$ cat src/rtl/sample_pwm_sink.sv
// Audio output stage: buffers 8-bit offset-binary samples in a small FIFO, applies
// volume/mute and drives a registered single-bit PWM pin at a fixed sample rate.
module sample_pwm_sink #(
  parameter int unsigned DEPTH             = 4,
  parameter int unsigned FRAMES_PER_SAMPLE = 4,
  localparam int unsigned AW = $clog2(DEPTH),
  localparam int unsigned LW = $clog2(DEPTH) + 1,
  localparam int unsigned FW = (FRAMES_PER_SAMPLE > 1) ? $clog2(FRAMES_PER_SAMPLE) : 1
) (
  input  logic          clk,
  input  logic          reset,
  input  logic [7:0]    sample_in,
  input  logic          sample_valid,
  output logic          sample_ready,
  input  logic          play,
  input  logic          flush,
  input  logic [3:0]    volume,
  input  logic          mute,
  output logic          pwm_out,
  output logic          underrun,
  output logic [LW-1:0] fifo_level
);

  logic [7:0]    pcnt_q, pcnt_d;
  logic [FW-1:0] fcnt_q, fcnt_d;
  logic [7:0]    duty_q, duty_d;
  logic          pwm_q, pwm_d;
  logic [AW-1:0] wr_ptr_q, wr_ptr_d;
  logic [AW-1:0] rd_ptr_q, rd_ptr_d;
  logic [LW-1:0] level_q, level_d;
  logic [7:0]    mem_q [DEPTH];

  logic frame_end;
  logic boundary;
  logic fifo_empty;
  logic push;
  logic pop;

  // Handshake: a sample transfers on a rising edge where sample_valid && sample_ready;
  // ready depends only on the registered level, never on sample_valid.
  assign sample_ready = (level_q != LW'(DEPTH));
  assign fifo_empty   = (level_q == '0);
  assign frame_end    = (pcnt_q == 8'hFF);
  assign boundary     = frame_end && (fcnt_q == FW'(FRAMES_PER_SAMPLE - 1));
  assign push         = sample_valid && sample_ready && !flush;
  assign pop          = boundary && play && !fifo_empty && !flush;
  assign underrun     = boundary && play && fifo_empty && !flush;

  assign pwm_out    = pwm_q;
  assign fifo_level = level_q;

  // Volume scaling of the head sample: duty = ((head - 128) * min(volume, 8)) >>> 3 + 128.
  logic [7:0]         head;
  logic [3:0]         vol_sat;
  logic signed [8:0]  s_val;
  logic signed [12:0] s_ext;
  logic signed [12:0] v_ext;
  logic signed [12:0] prod;
  logic [7:0]         scaled;
  logic               unused_prod_bits;

  assign head     = mem_q[rd_ptr_q];
  assign vol_sat  = (volume > 4'd8) ? 4'd8 : volume;
  assign s_val    = $signed({1'b0, head}) - 9'sd128;
  assign s_ext    = {{4{s_val[8]}}, s_val};
  assign v_ext    = {9'd0, vol_sat};
  assign prod     = s_ext * v_ext;
  // |prod| <= 1024, so the floor-shifted value always fits in prod[10:3].
  assign scaled   = prod[10:3] + 8'h80;
  assign unused_prod_bits = ^{prod[12:11], prod[2:0]};

  always_comb begin
    pcnt_d   = pcnt_q + 8'd1;
    fcnt_d   = fcnt_q;
    wr_ptr_d = wr_ptr_q;
    rd_ptr_d = rd_ptr_q;
    level_d  = level_q;
    duty_d   = duty_q;

    if (frame_end) begin
      fcnt_d = boundary ? '0 : fcnt_q + FW'(1);
    end

    if (flush) begin
      wr_ptr_d = '0;
      rd_ptr_d = '0;
      level_d  = '0;
      duty_d   = 8'h80;
    end else begin
      if (push) begin
        wr_ptr_d = wr_ptr_q + AW'(1);
      end
      if (pop) begin
        rd_ptr_d = rd_ptr_q + AW'(1);
      end
      case ({push, pop})
        2'b10:   level_d = level_q + LW'(1);
        2'b01:   level_d = level_q - LW'(1);
        default: level_d = level_q;
      endcase
      if (boundary) begin
        duty_d = pop ? scaled : 8'h80;
      end
    end

    pwm_d = (pcnt_q < (mute ? 8'h80 : duty_q));
  end

  always_ff @(posedge clk or negedge reset) begin
    if (!reset) begin
      pcnt_q   <= '0;
      fcnt_q   <= '0;
      duty_q   <= 8'h80;
      pwm_q    <= 1'b0;
      wr_ptr_q <= '0;
      rd_ptr_q <= '0;
      level_q  <= '0;
    end else begin
      pcnt_q   <= pcnt_d;
      fcnt_q   <= fcnt_d;
      duty_q   <= duty_d;
      pwm_q    <= pwm_d;
      wr_ptr_q <= wr_ptr_d;
      rd_ptr_q <= rd_ptr_d;
      level_q  <= level_d;
    end
  end

  // Storage needs no reset: the level counter decides which entries are meaningful.
  always_ff @(posedge clk) begin
    if (push && reset) begin
      mem_q[wr_ptr_q] <= sample_in;
    end
  end

endmodule

$ cat config.mk
export PLATFORM = sky130hd
export DESIGN_NAME = sample_pwm_sink
export DESIGN_NICKNAME = d
export VERILOG_FILES = /design/src/rtl/sample_pwm_sink.sv
export SDC_FILE = /design/constraint.sdc
export NUM_CORES = 1
export LEC_CHECK = 0
export ABC_AREA = 1
export BUFFER_PORTS_ARGS = -buffer_cell sky130_fd_sc_hd__buf_2
export CORE_MARGIN = 8
export CORE_UTILIZATION = 40
export CTS_BUF_LIST = sky130_fd_sc_hd__clkbuf_8
export DETAILED_ROUTE_END_ITERATION = 12
export PLACE_DENSITY = 0.57
export SLEW_MARGIN = 15
export SYNTH_ARGS = -nofsm -noshare
export SYNTH_HDL_FRONTEND = slang
export SYNTH_SLANG_ARGS = --single-unit
$ cat constraint.sdc
create_clock -name clk -period 6.2 [get_ports clk]
set_input_delay 0.93 -clock clk [delete_from_list [all_inputs] [get_ports clk]]
set_output_delay 0.93 -clock clk [all_outputs]
set_load 0.03 [all_outputs]
==> impl_metrics.yaml, run 1 <==
outcome:
  status: "complete, no violations"
placement:
  routabilityCongestion: 0.884
  hpwl_um: 5540
  portBuffers: 23
  placed_area_um2: 4080
  dp_cells: 566
worst_setup_path:
  crit_buf_inv: 3
  reg2reg_depth: 17
  crit_slowest_cell: "dfrtp_1"
  cp_top_family: "adder cells"
  rrSetupSlack_ns: 2.04
  required_ns: 6.46
  r2r_start: "rd_ptr_q[0]$_DFFE_PN0P_"
  critical_path_class: "register to register"
  cp_max_fo: 20
  slowest_delay_ns: 0.71
  end_kind: "register"
  critPathArrivalTime_ns: 4.42
  rr_endpoint: "duty_q[5]$_DFFE_PN0P_"
  crit_chain: "inv_2 -> nand2_1 -> a32o_1 -> nor2_1 -> ha_1 -> fa_1 -> inv_1 -> fa_1 -> inv_1 -> ha_1 -> nand2_1 -> o21ai_0 -> nand2_1 -> nand2_1 -> a21oi_1 -> xor2_1 -> o21ai_0"
  crit_top_cell: "nand2_1"
  worstSetupStartpointType: "register"
logic_synthesis:
  ys_types: 39
  ys_ff_latch: 58
  yosysWarnings: 0
  synth_area_per_cell_um2: 9.16
  syn_area_um2: 3830
  ys_seq_area_frac: 0.421
  syn_nets: 481
  synthCells: 418
die:
  core-area_um2: 9280
  die_y_um: 114
  die_x_um: 114
  start_util: 0.412
  top_level_ports: 24
  die_area_um2: 13000
  num_rows: 35
worst_hold_path:
  hp-class: "register to register"
  hold_path_end: "duty_q[4]$_DFFE_PN0P_"
  min_from: "duty_q[4]$_DFFE_PN0P_"
  whs_path_depth: 2
final_layout:
  drive_gt1_frac: 0.155
  seq_area_um2: 1610
  layout.nets: 511
  antenna_cells: 0
  final_cells: 582
  nFillCells: 921
  multi_input_area_um2: 1940
  syn_to_final_growth_pct: 12.5
  final_area_um2: 4300
sta:
  tightest_slew_ns: 0.779
  slew-limit-headroom: 0.479
  period_share: 0.671
  skew_ns: 0.0140
  rsz0062_at_grt: "false"
  max_freq_ghz: 0.240
  fin_tns_setup_ns: 0
  setup_viol: 0
  finalCriticalPeriod_ns: 4.16
  holdWs_ns: 0.485
  finalHoldViolCount: 0
  slew_violations: 0
global_routing:
  grtUsageTotal: 0.116
  grt_start_max_net_pins: 28
  antenna_found_initial: 0
  grt_first_pass_wirelength_um: 12100
  grt_pass1_vias: 2594
  grt.overflow.total: 0
pwr:
  p_total_mw: 0.965
  powerDensity_nw_per_um2: 224
  p_leak_nw: 2.04
  ir_drop_mv: 0.224
routing:
  dr.pass1.iters: 4
  drc: 0
  drt-initial-drc-count: 98
  ant_nets: 0
  num_vias: 2691
  vias_per_cell: 4.62
  finalWirelength_um: 7060
  wire_per_inst_um: 12.1
clock_network:
  postCtsHoldBufs: 0
  cts_setup_buffers: 0
  clk_pin_slew_ns: 0.07
  post_cts_resized: 0
  numCtsBuffers: 9
  cts_root_buf: "clkbuf_8"
  cts_max_path_buffers: 2
  cts.sinks: 58
  cts_tree: "done"
  h-tree-depth: 3
  insertion_delay_ns: 0.34
flow_run:
  maxCapViolCount: 0
## cell usage in the layout (no fill, tap or decap), types with 2 or more instances in the layout
cell type	synthesis	final
fa_1	15	15
nor2_1	31	31
o21ai_1	4	4
nor3b_1	2	2
a21oi_1	16	16
edfxtp_1	32	32
buf_2	0	23
bufinv_16	0	2
nand4_1	2	2
nand3_1	35	35
nand2_2	8	8
nand2_4	3	3
a32o_1	2	2
nand3_2	4	4
nor2_2	3	3
xnor2_1	3	3
clkinvlp_4	0	2
clkbuf_8	0	10
xor2_1	12	12
ha_1	30	30
nand2_1	93	93
inv_1	61	61
dfrtp_1	25	25
or2_2	3	3
inv_2	4	4
o21ai_0	12	12
## cells by family after synthesis
logic type,count (synthesis),share of synthesized area
XOR/XNOR,15,0.0343
AND/OR/NAND/NOR,192,0.241
buffers and inverters,70,0.0716
adder cells (fa/ha/maj),45,0.177
AO/OA/AOI/OAI,38,0.0549
flip-flops,58,0.421
## flip-flops by register name, summed over array words and instances, names as in the netlist
signal	flops
wr_ptr_q	2
fifo_level	3
fcnt_q	2
mem_q	32
duty_q	8
pcnt_q	8
pwm_out	1
rd_ptr_q	2
## layer usage
layer,vias to the layer above,GRT usage,part of all wire
met2,33,0.185,0.47
li1,1416,-,-
met3,5,0.0301,0.029
met5,-,0,0
met4,0,0.0417,0.0092
met1,1237,0.148,0.49
## cells in the mapped netlist (all sizes together)
cell / instances / area, µm²
nand2: 104 / 433
edfxtp: 32 / 961
o31ai: 1 / 7.51
nand4: 2 / 12.5
xnor2: 3 / 26.3
nor3: 3 / 31.3
a31oi: 1 / 6.26
a221oi: 1 / 8.76
inv: 65 / 244
clkbuf: 2 / 7.51
clkinv: 1 / 3.75
buf: 2 / 18.8
and2: 1 / 6.26
o21ai: 16 / 80.1
dfrtp: 25 / 626
nor2: 36 / 166
nor3b: 2 / 15.0
nand3: 40 / 233
fa: 15 / 300
a21oi: 16 / 80.1
ha: 30 / 375
or2: 3 / 18.8
a32o: 2 / 20.0
dfstp: 1 / 26.3
nand3b: 1 / 7.51
xor2: 12 / 105
o211ai: 1 / 7.51
## final cells by class
cell class / instances / share of cell area
flip-flops and latches: 58 / 0.375
repair buffers: 23 / 0.0267
clock buffers: 10 / 0.0320
well taps: 129 / 0.0375
inverters: 66 / 0.0576
multi-input cells: 290 / 0.451
clock inverters: 6 / 0.0206
## tightest hold or removal path, cell delays in order (launching register included)
cell and delay, ns:
dfrtp_1 0.35, nand2_1 0.06, nand2_1 0.05
## report_power, final
group          switching [mW]  total, mW  internal, mW
sequential            0.00729      0.423         0.415
clock                   0.168      0.406         0.238
combinational          0.0873      0.136        0.0491
total                   0.263      0.965         0.702
## per-stage QoR
step / util / setup WS, ns
after floorplan: - / 2.24
after global placement: 0.439 / 1.91
after detailed placement: 0.439 / 1.84
after CTS: 0.464 / 2.05
after global routing: 0.464 / 1.66
final: 0.464 / 2.04
## worst max path at each step
stage               depth (start not counted)                    start  slack, ns                     to
CTS                                        17  rd_ptr_q[0]$_DFFE_PN0P_       2.05  duty_q[5]$_DFFE_PN0P_
detailed placement                         17                volume[3]       1.84  duty_q[5]$_DFFE_PN0P_
global route                               17  rd_ptr_q[0]$_DFFE_PN0P_       1.66  duty_q[5]$_DFFE_PN0P_
global placement                           17                volume[3]       1.91  duty_q[5]$_DFFE_PN0P_
finish                                     17  rd_ptr_q[0]$_DFFE_PN0P_       2.04  duty_q[5]$_DFFE_PN0P_
floorplan                                  16                volume[3]       2.24  duty_q[5]$_DFFE_PN0P_
No activity file was read; power rests on OpenSTA's default activity.
==> inputs of run 2 (changes only) <==
--- a/config.mk
+++ b/config.mk
@@ -11,7 +11,7 @@
 export CORE_UTILIZATION = 40
 export CTS_BUF_LIST = sky130_fd_sc_hd__clkbuf_8
 export DETAILED_ROUTE_END_ITERATION = 12
-export PLACE_DENSITY = 0.57
+export PLACE_DENSITY = 0.6
 export SLEW_MARGIN = 15
 export SYNTH_ARGS = -nofsm -noshare
 export SYNTH_HDL_FRONTEND = slang
==> constraint.sdc (replaced) <==
create_clock -name clk -period 3.3 [get_ports clk]
set_input_delay 0.495 -clock clk [delete_from_list [all_inputs] [get_ports clk]]
set_output_delay 0.495 -clock clk [all_outputs]
set_load 0.03 [all_outputs]
==> run 2 against run 1 <==
The flow now finishes with violations (negative setup slack). Setup slack worse by 2.2 ns. Die area did not move. Hold slack got worse by 0.33 ns. Wire length up 9.8%. Critical path type unchanged.
==> impl_metrics.yaml, run 2 (synthesized netlist as in run 1, its figures left out) <==
outcome:
  status: "finished with violations"
  violations: "negative setup slack"
placement:
  portBuffers: 23
  routabilityCongestion: 0.827
  dp_slack_ns: -0.246
  hpwl_um: 5850
  placed_area_um2: 4470
sta:
  skew_ns: 0.0187
  finalHoldViolCount: 0
  holdWs_ns: 0.156
  layout_setup_ws_ns: -0.129
  max_freq_ghz: 0.292
  fin_tns_setup_ns: -0.426
  finalCriticalPeriod_ns: 3.43
  setup_viol: 5
  slew-limit-headroom: 0.473
  rsz0062_at_grt: "true"
  tightest_slew_ns: 0.788
  period_share: 1.04
  slew_violations: 0
global_routing:
  grt_first_pass_wirelength_um: 13100
  grtUsageTotal: 0.124
  grt.overflow.total: 0
  antenna_found_initial: 0
  grt_start_max_net_pins: 27
  grt_pass1_vias: 2933
final_layout:
  multi_input_area_um2: 2160
  reg_top3: "mem_q (32), duty_q (8), pcnt_q (8)"
  final_area_um2: 4870
  nFillCells: 855
  drive_gt1_frac: 0.320
  largest_reg_flops: 32
  mostFrequentLayoutCells: "nand2_1, inv_1, buf_4, edfxtp_1, nand3_1"
  syn_to_final_growth_pct: 27.2
  seq_area_um2: 1610
  final_common_cell: "nand2_1"
  antenna_cells: 0
  layout.nets: 555
  top_register: "mem_q"
routing:
  wire_per_inst_um: 12.4
  drt-initial-drc-count: 148
  drc: 0
  ant_nets: 0
  num_vias: 2916
  dr.pass1.iters: 4
  vias_per_cell: 4.66
  finalWirelength_um: 7760
die:
  top_level_ports: 24
  num_rows: 35
  core-area_um2: 9280
  die_area_um2: 13000
  die_x_um: 114
  die_y_um: 114
  start_util: 0.412
worst_setup_path:
  end_kind: "register"
  crit_cells: 20
  worstSetupStartpointType: "register"
  slowest_delay_ns: 0.51
  crit_top_cell: "inv_1"
  cp_top_family: "adder cells"
  critical_path_class: "register to register"
  crit_buf_inv: 7
  endpoint: "duty_q[7]$_DFFE_PN1P_"
  cp_max_fo: 7
  r2r_start: "rd_ptr_q[0]$_DFFE_PN0P_"
  rrSetupSlack_ns: -0.13
  crit_chain: "clkinv_4 -> buf_6 -> nand2_2 -> a32o_2 -> nor2_2 -> ha_1 -> fa_1 -> inv_1 -> fa_1 -> inv_2 -> ha_4 -> a21oi_2 -> o21ai_2 -> buf_4 -> a21oi_2 -> inv_1 -> nand3_2 -> nand3_2 -> nand2_1 -> inv_1"
  critPathArrivalTime_ns: 3.70
  reg2reg_depth: 20
  cp-startpoint: "rd_ptr_q[0]$_DFFE_PN0P_"
  crit_slowest_cell: "fa_1"
  required_ns: 3.57
  rr_endpoint: "duty_q[7]$_DFFE_PN1P_"
pwr:
  ir_drop_mv: 0.380
  p_leak_nw: 2.29
  powerDensity_nw_per_um2: 381
worst_hold_path:
  hp-class: "primary input to asynchronous set/reset pin"
clock_network:
  postCtsHoldBufs: 0
  cts_root_buf: "clkbuf_8"
  cts_max_path_buffers: 2
  clk_pin_slew_ns: 0.08
  cts_tree: "done"
  cts.sinks: 58
  insertion_delay_ns: 0.34
  h-tree-depth: 3
  numCtsBuffers: 9
flow_run:
  maxCapViolCount: 0
==> run 2: cell count changes in the layout (fill, tap and decap cells not counted), sizes merged <==
cell,previous run,this run
bufinv,2,1
clkbuf,10,13
clkinvlp,2,0
buf,23,67
==> run 2: per-layer routing <==
metal / up-vias / share of wire / GRT usage
met5: - / 0 / 0
met1: 1377 / 0.47 / 0.150
li1: 1503 / - / -
met3: 11 / 0.023 / 0.0338
met4: 0 / 0.011 / 0.0364
met2: 25 / 0.50 / 0.212
==> run 2: how the worst min path moves through the flow <==
| stage | startpoint | slack [ns] | endpoint |
|---|---|---|---|
| 5_1_grt | reset | 0.18 | duty_q[6]$_DFFE_PN0P_ |
| 4_1_cts | reset | 0.16 | duty_q[6]$_DFFE_PN0P_ |
| 2_1_floorplan | reset | 0.20 | duty_q[0]$_DFFE_PN0P_ |
| 3_3_place_gp | pcnt_q[0]$_DFF_PN0_ | 0.46 | pcnt_q[0]$_DFF_PN0_ |
| 6_report | reset | 0.16 | duty_q[6]$_DFFE_PN0P_ |
| 3_5_place_dp | duty_q[4]$_DFFE_PN0P_ | 0.47 | duty_q[4]$_DFFE_PN0P_ |
==> run 2: final cells by class <==
cell class | instances | share of cell area
Inverter | 66 | 0.0519
Sequential cell | 58 | 0.331
Timing Repair Buffer | 67 | 0.0956
Clock inverter | 3 | 0.00771
Tap cell | 129 | 0.0331
Multi-Input combinational cell | 290 | 0.443
Clock buffer | 13 | 0.0367
==> run 2: what timing repair did <==
item                                    in CTS  in global routing
gates cloned                                 1                  0
resized for setup                           21                 20
setup buffers                                2                  2
pin swaps                                   15                 14
endpoints found under the setup margin       5                  7
==> run 2: power breakdown <==
| group | leakage [nW] | internal (mW) | switching [mW] |
|---|---|---|---|
| Clock | 0.118 | 0.426 | 0.279 |
| Sequential | 0.624 | 0.781 | 0.0140 |
| Combinational | 1.55 | 0.160 | 0.198 |
| Total | 2.29 | 1.37 | 0.491 |
==> run 2: stage by stage <==
stage	power, mW	instances	util
6_report	1.86	626	0.525
5_1_grt	1.95	626	0.525
4_1_cts	1.86	624	0.515
3_5_place_dp	1.14	605	0.481
3_3_place_gp	1.13	605	0.481
2_1_floorplan	1.03	418	-
